$ cat src/rtl/mips_ctrl_pkg.sv
// Shared constants for the multicycle MIPS main control FSM:
// opcodes, state encodings and datapath mux/ALU select codes.
package mips_ctrl_pkg;

    localparam logic [5:0] OP_RTYPE = 6'b000000;
    localparam logic [5:0] OP_LW    = 6'b100011;
    localparam logic [5:0] OP_SW    = 6'b101011;
    localparam logic [5:0] OP_BEQ   = 6'b000100;
    localparam logic [5:0] OP_BNE   = 6'b000101;
    localparam logic [5:0] OP_ADDI  = 6'b001000;
    localparam logic [5:0] OP_J     = 6'b000010;

    localparam logic [3:0] ST_FETCH  = 4'd0;
    localparam logic [3:0] ST_DECODE = 4'd1;
    localparam logic [3:0] ST_MEMADR = 4'd2;
    localparam logic [3:0] ST_MEMRD  = 4'd3;
    localparam logic [3:0] ST_MEMWB  = 4'd4;
    localparam logic [3:0] ST_MEMWR  = 4'd5;
    localparam logic [3:0] ST_EXEC   = 4'd6;
    localparam logic [3:0] ST_ALUWB  = 4'd7;
    localparam logic [3:0] ST_BEQ    = 4'd8;
    localparam logic [3:0] ST_ADDIEX = 4'd9;
    localparam logic [3:0] ST_ADDIWB = 4'd10;
    localparam logic [3:0] ST_JUMP   = 4'd11;
    localparam logic [3:0] ST_BNE    = 4'd12;

    localparam logic [1:0] ALU_ADD   = 2'b00;
    localparam logic [1:0] ALU_SUB   = 2'b01;
    localparam logic [1:0] ALU_FUNCT = 2'b10;

    localparam logic [1:0] SRCB_RT     = 2'b00;
    localparam logic [1:0] SRCB_FOUR   = 2'b01;
    localparam logic [1:0] SRCB_IMM    = 2'b10;
    localparam logic [1:0] SRCB_IMM_SH = 2'b11;

    localparam logic [1:0] PCSRC_ALU    = 2'b00;
    localparam logic [1:0] PCSRC_ALUOUT = 2'b01;
    localparam logic [1:0] PCSRC_JUMP   = 2'b10;

endpackage

$ cat src/rtl/mips_ctrl_next_state.sv
// Combinational next-state logic for the multicycle MIPS control FSM.
// Wait states hold until mem_ready; unknown opcodes and encodings fall back to FETCH.
module mips_ctrl_next_state
    import mips_ctrl_pkg::*;
#(
    parameter int unsigned OPW = 6,
    parameter int unsigned STW = 4
) (
    input  logic [STW-1:0] i_state,
    input  logic [OPW-1:0] i_opcode,
    input  logic           i_mem_ready,
    output logic [STW-1:0] o_next_state
);

    always_comb begin
        o_next_state = STW'(ST_FETCH);
        case (i_state)
            STW'(ST_FETCH):  o_next_state = i_mem_ready ? STW'(ST_DECODE) : STW'(ST_FETCH);
            STW'(ST_DECODE): begin
                case (i_opcode)
                    OPW'(OP_LW), OPW'(OP_SW): o_next_state = STW'(ST_MEMADR);
                    OPW'(OP_RTYPE):           o_next_state = STW'(ST_EXEC);
                    OPW'(OP_BEQ):             o_next_state = STW'(ST_BEQ);
                    OPW'(OP_BNE):             o_next_state = STW'(ST_BNE);
                    OPW'(OP_ADDI):            o_next_state = STW'(ST_ADDIEX);
                    OPW'(OP_J):               o_next_state = STW'(ST_JUMP);
                    default:                  o_next_state = STW'(ST_FETCH);
                endcase
            end
            // IR is held, so the opcode still selects load vs store here.
            STW'(ST_MEMADR): o_next_state = (i_opcode == OPW'(OP_LW)) ? STW'(ST_MEMRD)
                                                                       : STW'(ST_MEMWR);
            STW'(ST_MEMRD):  o_next_state = i_mem_ready ? STW'(ST_MEMWB) : STW'(ST_MEMRD);
            STW'(ST_MEMWB):  o_next_state = STW'(ST_FETCH);
            STW'(ST_MEMWR):  o_next_state = i_mem_ready ? STW'(ST_FETCH) : STW'(ST_MEMWR);
            STW'(ST_EXEC):   o_next_state = STW'(ST_ALUWB);
            STW'(ST_ALUWB):  o_next_state = STW'(ST_FETCH);
            STW'(ST_BEQ):    o_next_state = STW'(ST_FETCH);
            STW'(ST_BNE):    o_next_state = STW'(ST_FETCH);
            STW'(ST_ADDIEX): o_next_state = STW'(ST_ADDIWB);
            STW'(ST_ADDIWB): o_next_state = STW'(ST_FETCH);
            STW'(ST_JUMP):   o_next_state = STW'(ST_FETCH);
            default:         o_next_state = STW'(ST_FETCH);
        endcase
    end

endmodule

$ cat src/rtl/mips_multicycle_ctrl.sv
// Main control FSM of the multicycle MIPS datapath: state register plus output decode.
// Outputs are Moore decodes of state; pc_load and ir_write also see zero/mem_ready.
module mips_multicycle_ctrl
    import mips_ctrl_pkg::*;
#(
    parameter int unsigned OPW = 6,
    parameter int unsigned STW = 4
) (
    input  logic           clk,
    input  logic           rst,
    input  logic [OPW-1:0] opcode,
    input  logic           zero,
    input  logic           mem_ready,
    output logic           pc_load,
    output logic [1:0]     pc_src,
    output logic           iord,
    output logic           mem_rd,
    output logic           mem_wr,
    output logic           ir_write,
    output logic           reg_dst,
    output logic           mem_to_reg,
    output logic           reg_write,
    output logic           alu_src_a,
    output logic [1:0]     alu_src_b,
    output logic [1:0]     alu_op,
    output logic [STW-1:0] state_dbg
);

    logic [STW-1:0] r_state;
    logic [STW-1:0] w_next_state;

    mips_ctrl_next_state #(
        .OPW (OPW),
        .STW (STW)
    ) u_next_state (
        .i_state      (r_state),
        .i_opcode     (opcode),
        .i_mem_ready  (mem_ready),
        .o_next_state (w_next_state)
    );

    always_ff @(posedge clk) begin
        if (rst) begin
            r_state <= STW'(ST_FETCH);
        end else begin
            r_state <= w_next_state;
        end
    end

    always_comb begin
        pc_load    = 1'b0;
        pc_src     = PCSRC_ALU;
        iord       = 1'b0;
        mem_rd     = 1'b0;
        mem_wr     = 1'b0;
        ir_write   = 1'b0;
        reg_dst    = 1'b0;
        mem_to_reg = 1'b0;
        reg_write  = 1'b0;
        alu_src_a  = 1'b0;
        alu_src_b  = SRCB_RT;
        alu_op     = ALU_ADD;
        case (r_state)
            STW'(ST_FETCH): begin
                mem_rd    = 1'b1;
                alu_src_b = SRCB_FOUR;
                // PC+4 and IR load commit together on the memory-ready cycle.
                ir_write  = mem_ready;
                pc_load   = mem_ready;
            end
            STW'(ST_DECODE): begin
                alu_src_b = SRCB_IMM_SH;
            end
            STW'(ST_MEMADR): begin
                alu_src_a = 1'b1;
                alu_src_b = SRCB_IMM;
            end
            STW'(ST_MEMRD): begin
                mem_rd = 1'b1;
                iord   = 1'b1;
            end
            STW'(ST_MEMWB): begin
                reg_write  = 1'b1;
                mem_to_reg = 1'b1;
            end
            STW'(ST_MEMWR): begin
                mem_wr = 1'b1;
                iord   = 1'b1;
            end
            STW'(ST_EXEC): begin
                alu_src_a = 1'b1;
                alu_op    = ALU_FUNCT;
            end
            STW'(ST_ALUWB): begin
                reg_write = 1'b1;
                reg_dst   = 1'b1;
            end
            STW'(ST_BEQ), STW'(ST_BNE): begin
                alu_src_a = 1'b1;
                alu_op    = ALU_SUB;
                pc_src    = PCSRC_ALUOUT;
                pc_load   = (r_state == STW'(ST_BEQ)) ? zero : ~zero;
            end
            STW'(ST_ADDIEX): begin
                alu_src_a = 1'b1;
                alu_src_b = SRCB_IMM;
            end
            STW'(ST_ADDIWB): begin
                reg_write = 1'b1;
            end
            STW'(ST_JUMP): begin
                pc_src  = PCSRC_JUMP;
                pc_load = 1'b1;
            end
            default: ;
        endcase
    end

    assign state_dbg = r_state;

endmodule

$ cat config.mk
export PLATFORM = sky130hd
export DESIGN_NAME = mips_multicycle_ctrl
export DESIGN_NICKNAME = d
export VERILOG_FILES = /design/src/rtl/mips_ctrl_pkg.sv /design/src/rtl/mips_ctrl_next_state.sv /design/src/rtl/mips_multicycle_ctrl.sv
export SDC_FILE = /design/constraint.sdc
export NUM_CORES = 1
export LEC_CHECK = 0
export BUFFER_PORTS_ARGS = -buffer_cell sky130_fd_sc_hd__buf_2
export CAP_MARGIN = 5
export CORE_AREA = 2 2 39 41
export CTS_BUF_LIST = sky130_fd_sc_hd__clkbuf_4
export DETAILED_ROUTE_END_ITERATION = 12
export DIE_AREA = 0 0 41 43
export PLACE_DENSITY = 0.81
export SKIP_CTS_REPAIR_TIMING = 1
export SLEW_MARGIN = 10
export SYNTH_ARGS = -nofsm -noshare
export SYNTH_HDL_FRONTEND = slang
export SYNTH_SLANG_ARGS = --single-unit
$ cat constraint.sdc
create_clock -name clk -period 1.4 [get_ports clk]
set_input_delay 0.07 -clock clk [delete_from_list [all_inputs] [get_ports clk]]
set_output_delay 0.07 -clock clk [all_outputs]
set_load 0.01 [all_outputs]
==> flow_results.xml <==
<?xml version="1.0" encoding="UTF-8"?>
<metrics>
  <group name="outcome">
    <metric name="run_status" unit="">complete, no violations</metric>
  </group>
  <group name="die">
    <metric name="core.rowCount" unit="">14</metric>
    <metric name="chipHeight" unit="um">43</metric>
    <metric name="die-width" unit="um">41</metric>
    <metric name="initial_utilization" unit="">0.355</metric>
    <metric name="floorplan.core_area" unit="sq um">1380</metric>
    <metric name="ios" unit="">29</metric>
    <metric name="design.die.area" unit="sq um">1760</metric>
  </group>
  <group name="sta">
    <metric name="slew_headroom" unit="">0.748</metric>
    <metric name="worstMarginPinSlew" unit="ns">0.374</metric>
    <metric name="finalHoldWorstSlack" unit="ns">0.0419</metric>
    <metric name="final.min_clock_period" unit="ns">1.36</metric>
    <metric name="setup_violating_endpoint_count_in_the_final_report" unit="">0</metric>
    <metric name="finalMaxSlewViolations" unit="">0</metric>
    <metric name="skew" unit="ns">0.0000841</metric>
    <metric name="final_min_period_over_clock_period" unit="">0.971</metric>
    <metric name="timing.fmax" unit="MHz">736</metric>
    <metric name="timing.setup.tns" unit="ns">0</metric>
    <metric name="timing.final.hold_violations" unit="">0</metric>
  </group>
  <group name="final_layout">
    <metric name="nFillCells" unit="">143</metric>
    <metric name="final_instance_area" unit="sq um">742</metric>
    <metric name="post_layout_instance_count_excluding_filler_cells" unit="">122</metric>
    <metric name="antenna_cells" unit="">0</metric>
    <metric name="area_growth" unit="%">50.9</metric>
    <metric name="fin_util" unit="">0.536</metric>
    <metric name="multi_input_area" unit="sq um">399</metric>
    <metric name="ff_latch_area" unit="sq um">91.3</metric>
    <metric name="final_net_count" unit="">118</metric>
    <metric name="number_of_flip_flops_under_the_largest_register_name" unit="">4</metric>
    <metric name="post_route_cells_drive_above_1_share" unit="">0.443</metric>
  </group>
  <group name="logic_synthesis">
    <metric name="postSynth.asyncResetShare" unit="">0</metric>
    <metric name="yosysSeqAreaShare" unit="">0.163</metric>
    <metric name="yosys-top-cells-count" unit="">11 x nor2_1, 7 x a21oi_1, 5 x nand2_1</metric>
    <metric name="synthDominantAreaCellType" unit="">dfxtp_1</metric>
    <metric name="netlist_area" unit="sq um">492</metric>
    <metric name="cells_taking_the_most_area_after_synthesis" unit="">dfxtp_1 16%, nor2_1 8.4%, a21oi_1 7.1%</metric>
    <metric name="synth_top_area_share" unit="">0.163</metric>
    <metric name="ys_seq_elements" unit="">4</metric>
    <metric name="ys.flop_type" unit="">dfxtp_1</metric>
    <metric name="ys.warnings.count" unit="">0</metric>
    <metric name="syn_area_per_cell" unit="sq um">6.74</metric>
    <metric name="syn-num-nets" unit="">83</metric>
    <metric name="yosysUniqueCellTypes" unit="">33</metric>
    <metric name="yosys.cell_count.top_type" unit="">nor2_1</metric>
    <metric name="synth-edff-count" unit="">0</metric>
    <metric name="synth_cells" unit="">73</metric>
  </group>
  <group name="worst_setup_path">
    <metric name="worstPathCellList" unit="">buf_4, inv_2, mux2i_1, a21o_1, buf_2</metric>
    <metric name="cpMaxStageDelayCell" unit="">dfxtp_4</metric>
    <metric name="capturing_element_type_of_the_critical_path" unit="">output pin</metric>
    <metric name="worstPathArrival" unit="ns">1.29</metric>
    <metric name="critPathMaxFanout" unit="">9</metric>
    <metric name="timing_worst_setup_path_type" unit="">reg -&gt; out</metric>
    <metric name="critical_path.max_stage_delay" unit="ns">0.36</metric>
    <metric name="cp_num_buf_inv" unit="">3</metric>
    <metric name="required_time_reported_for_the_critical_path_endpoint" unit="ns">1.33</metric>
    <metric name="worst_setup_path_start_kind" unit="">register</metric>
    <metric name="timing.critical_path.max_delay_family" unit="">flip-flops</metric>
  </group>
  <group name="clocking">
    <metric name="cts.sink_count" unit="">4</metric>
    <metric name="numCtsBuffers" unit="">3</metric>
    <metric name="cts-root-to-sink-buffers" unit="">2</metric>
    <metric name="clock_tree.root_cell" unit="">clkbuf_4</metric>
    <metric name="cts.reportedPaths.clkPinSlew" unit="ns">0.03</metric>
    <metric name="cts_tree" unit="">built</metric>
    <metric name="ctsHtreeMaxLevel" unit="">1</metric>
    <metric name="clk-insertion-delay-late" unit="ns">0.23</metric>
  </group>
  <group name="routing">
    <metric name="firstDrtPassIters" unit="">4</metric>
    <metric name="finalWirelength" unit="um">1570</metric>
    <metric name="route.detailed.wl_per_inst" unit="um">12.8</metric>
    <metric name="drt-vias-per-instance" unit="">5.60</metric>
    <metric name="drt_drc_violations_left" unit="">0</metric>
    <metric name="dr_total_vias" unit="">683</metric>
    <metric name="postRouteAntennaNets" unit="">0</metric>
    <metric name="drt_first_iter_violations" unit="">43</metric>
  </group>
  <group name="flow_run">
    <metric name="maxCapViolCount" unit="">0</metric>
  </group>
  <group name="global_route">
    <metric name="grt_start_max_net_pins" unit="">14</metric>
    <metric name="grt_antenna_before_repair" unit="">0</metric>
    <metric name="grt_pass1_wl" unit="um">2260</metric>
    <metric name="grt_overflow_total" unit="">0</metric>
    <metric name="grt_util_all_layers" unit="">0.185</metric>
    <metric name="grt_pass1_vias" unit="">516</metric>
  </group>
  <group name="power_and_ir_drop">
    <metric name="p_per_area" unit="nW/um^2">494</metric>
    <metric name="worst_ir_drop_vdd" unit="uV">350</metric>
    <metric name="leakagePower" unit="nW">0.372</metric>
  </group>
  <group name="min_path">
    <metric name="min-delay-path-class" unit="">in -&gt; reg</metric>
  </group>
  <group name="place">
    <metric name="dp_cells" unit="">119</metric>
    <metric name="number_of_buffer_cells_added_on_primary_ports" unit="">28</metric>
    <metric name="place_area" unit="sq um">691</metric>
    <metric name="place.detailed.hpwl" unit="um">1210</metric>
    <metric name="place.gp.congestion" unit="">0.892</metric>
  </group>
</metrics>
-- worst reg2reg max path, cell delays in order (launching register included) --
cell	delay, ns
dfxtp_4	0.35
nor2_1	0.18
nand2_1	0.06
or3_1	0.30
a311oi_1	0.24
-- final timing paths --
path	start	slack (ns)	endpoint	cells past startpoint
setup / recovery	state_dbg[0]$_SDFF_PP0_	0.04	reg_write	5
hold / removal	rst	0.04	state_dbg[1]$_SDFF_PP0_	2
setup reg to reg	state_dbg[2]$_SDFF_PP0_	0.17	state_dbg[1]$_SDFF_PP0_	4
hold reg to reg	state_dbg[0]$_SDFF_PP0_	0.57	state_dbg[2]$_SDFF_PP0_	2
-- metal layers --
| metal | share of wire | routed length [um] | track usage | vias up |
|---|---|---|---|---|
| met5 | 0 | 0 | 0 | - |
| met4 | 0.012 | 19 | 0.0800 | 0 |
| met3 | 0.093 | 146 | 0.0157 | 4 |
| met2 | 0.50 | 779 | 0.297 | 46 |
| met1 | 0.40 | 620 | 0.239 | 294 |
| li1 | - | - | - | 339 |
-- per-stage QoR --
step           power, W  setup WS (ns)
4_1_cts        0.000371         -0.146
6_report       0.000366         0.0405
3_3_place_gp   0.000225          0.116
3_5_place_dp   0.000227          0.105
5_1_grt        0.000391       -0.00462
2_1_floorplan  0.000177          0.131
-- cell type report --
class,instances,area share
Inverter,3,0.0152
Clock buffer,3,0.0304
Tap cell,16,0.0270
Sequential cell,4,0.123
Multi-Input combinational cell,62,0.538
Timing Repair Buffer,34,0.266
-- report_power, final --
group          total [W]  internal [W]  switching, W
clock           0.000141     0.0000957     0.0000454
sequential      0.000119      0.000113    0.00000571
combinational   0.000106     0.0000487     0.0000573
-- cells by family after synthesis --
logic type      after synthesis  synth area share
compound gates               21             0.295
buf+inv                       7            0.0611
mux                           2            0.0433
flops                         4             0.163
xor+xnor                      4            0.0713
simple gates                 35             0.366
-- placed cells by master (no fill, tap or decap), types with 2 or more instances in the layout --
cell type,netlist,final
buf_2,3,28
o21ai_0,2,2
a21o_1,2,2
and2_1,2,2
dfxtp_4,0,3
xnor2_1,2,2
clkbuf_4,0,3
nor3_2,1,2
inv_1,3,2
nor3_1,4,3
buf_4,0,5
a21oi_1,7,7
nor4_1,2,2
and3_1,2,2
xor2_1,2,2
nor2_1,11,10
nand2b_1,3,2
nand2_1,5,4
a211o_1,2,2
(Power assumes the default switching activity.)
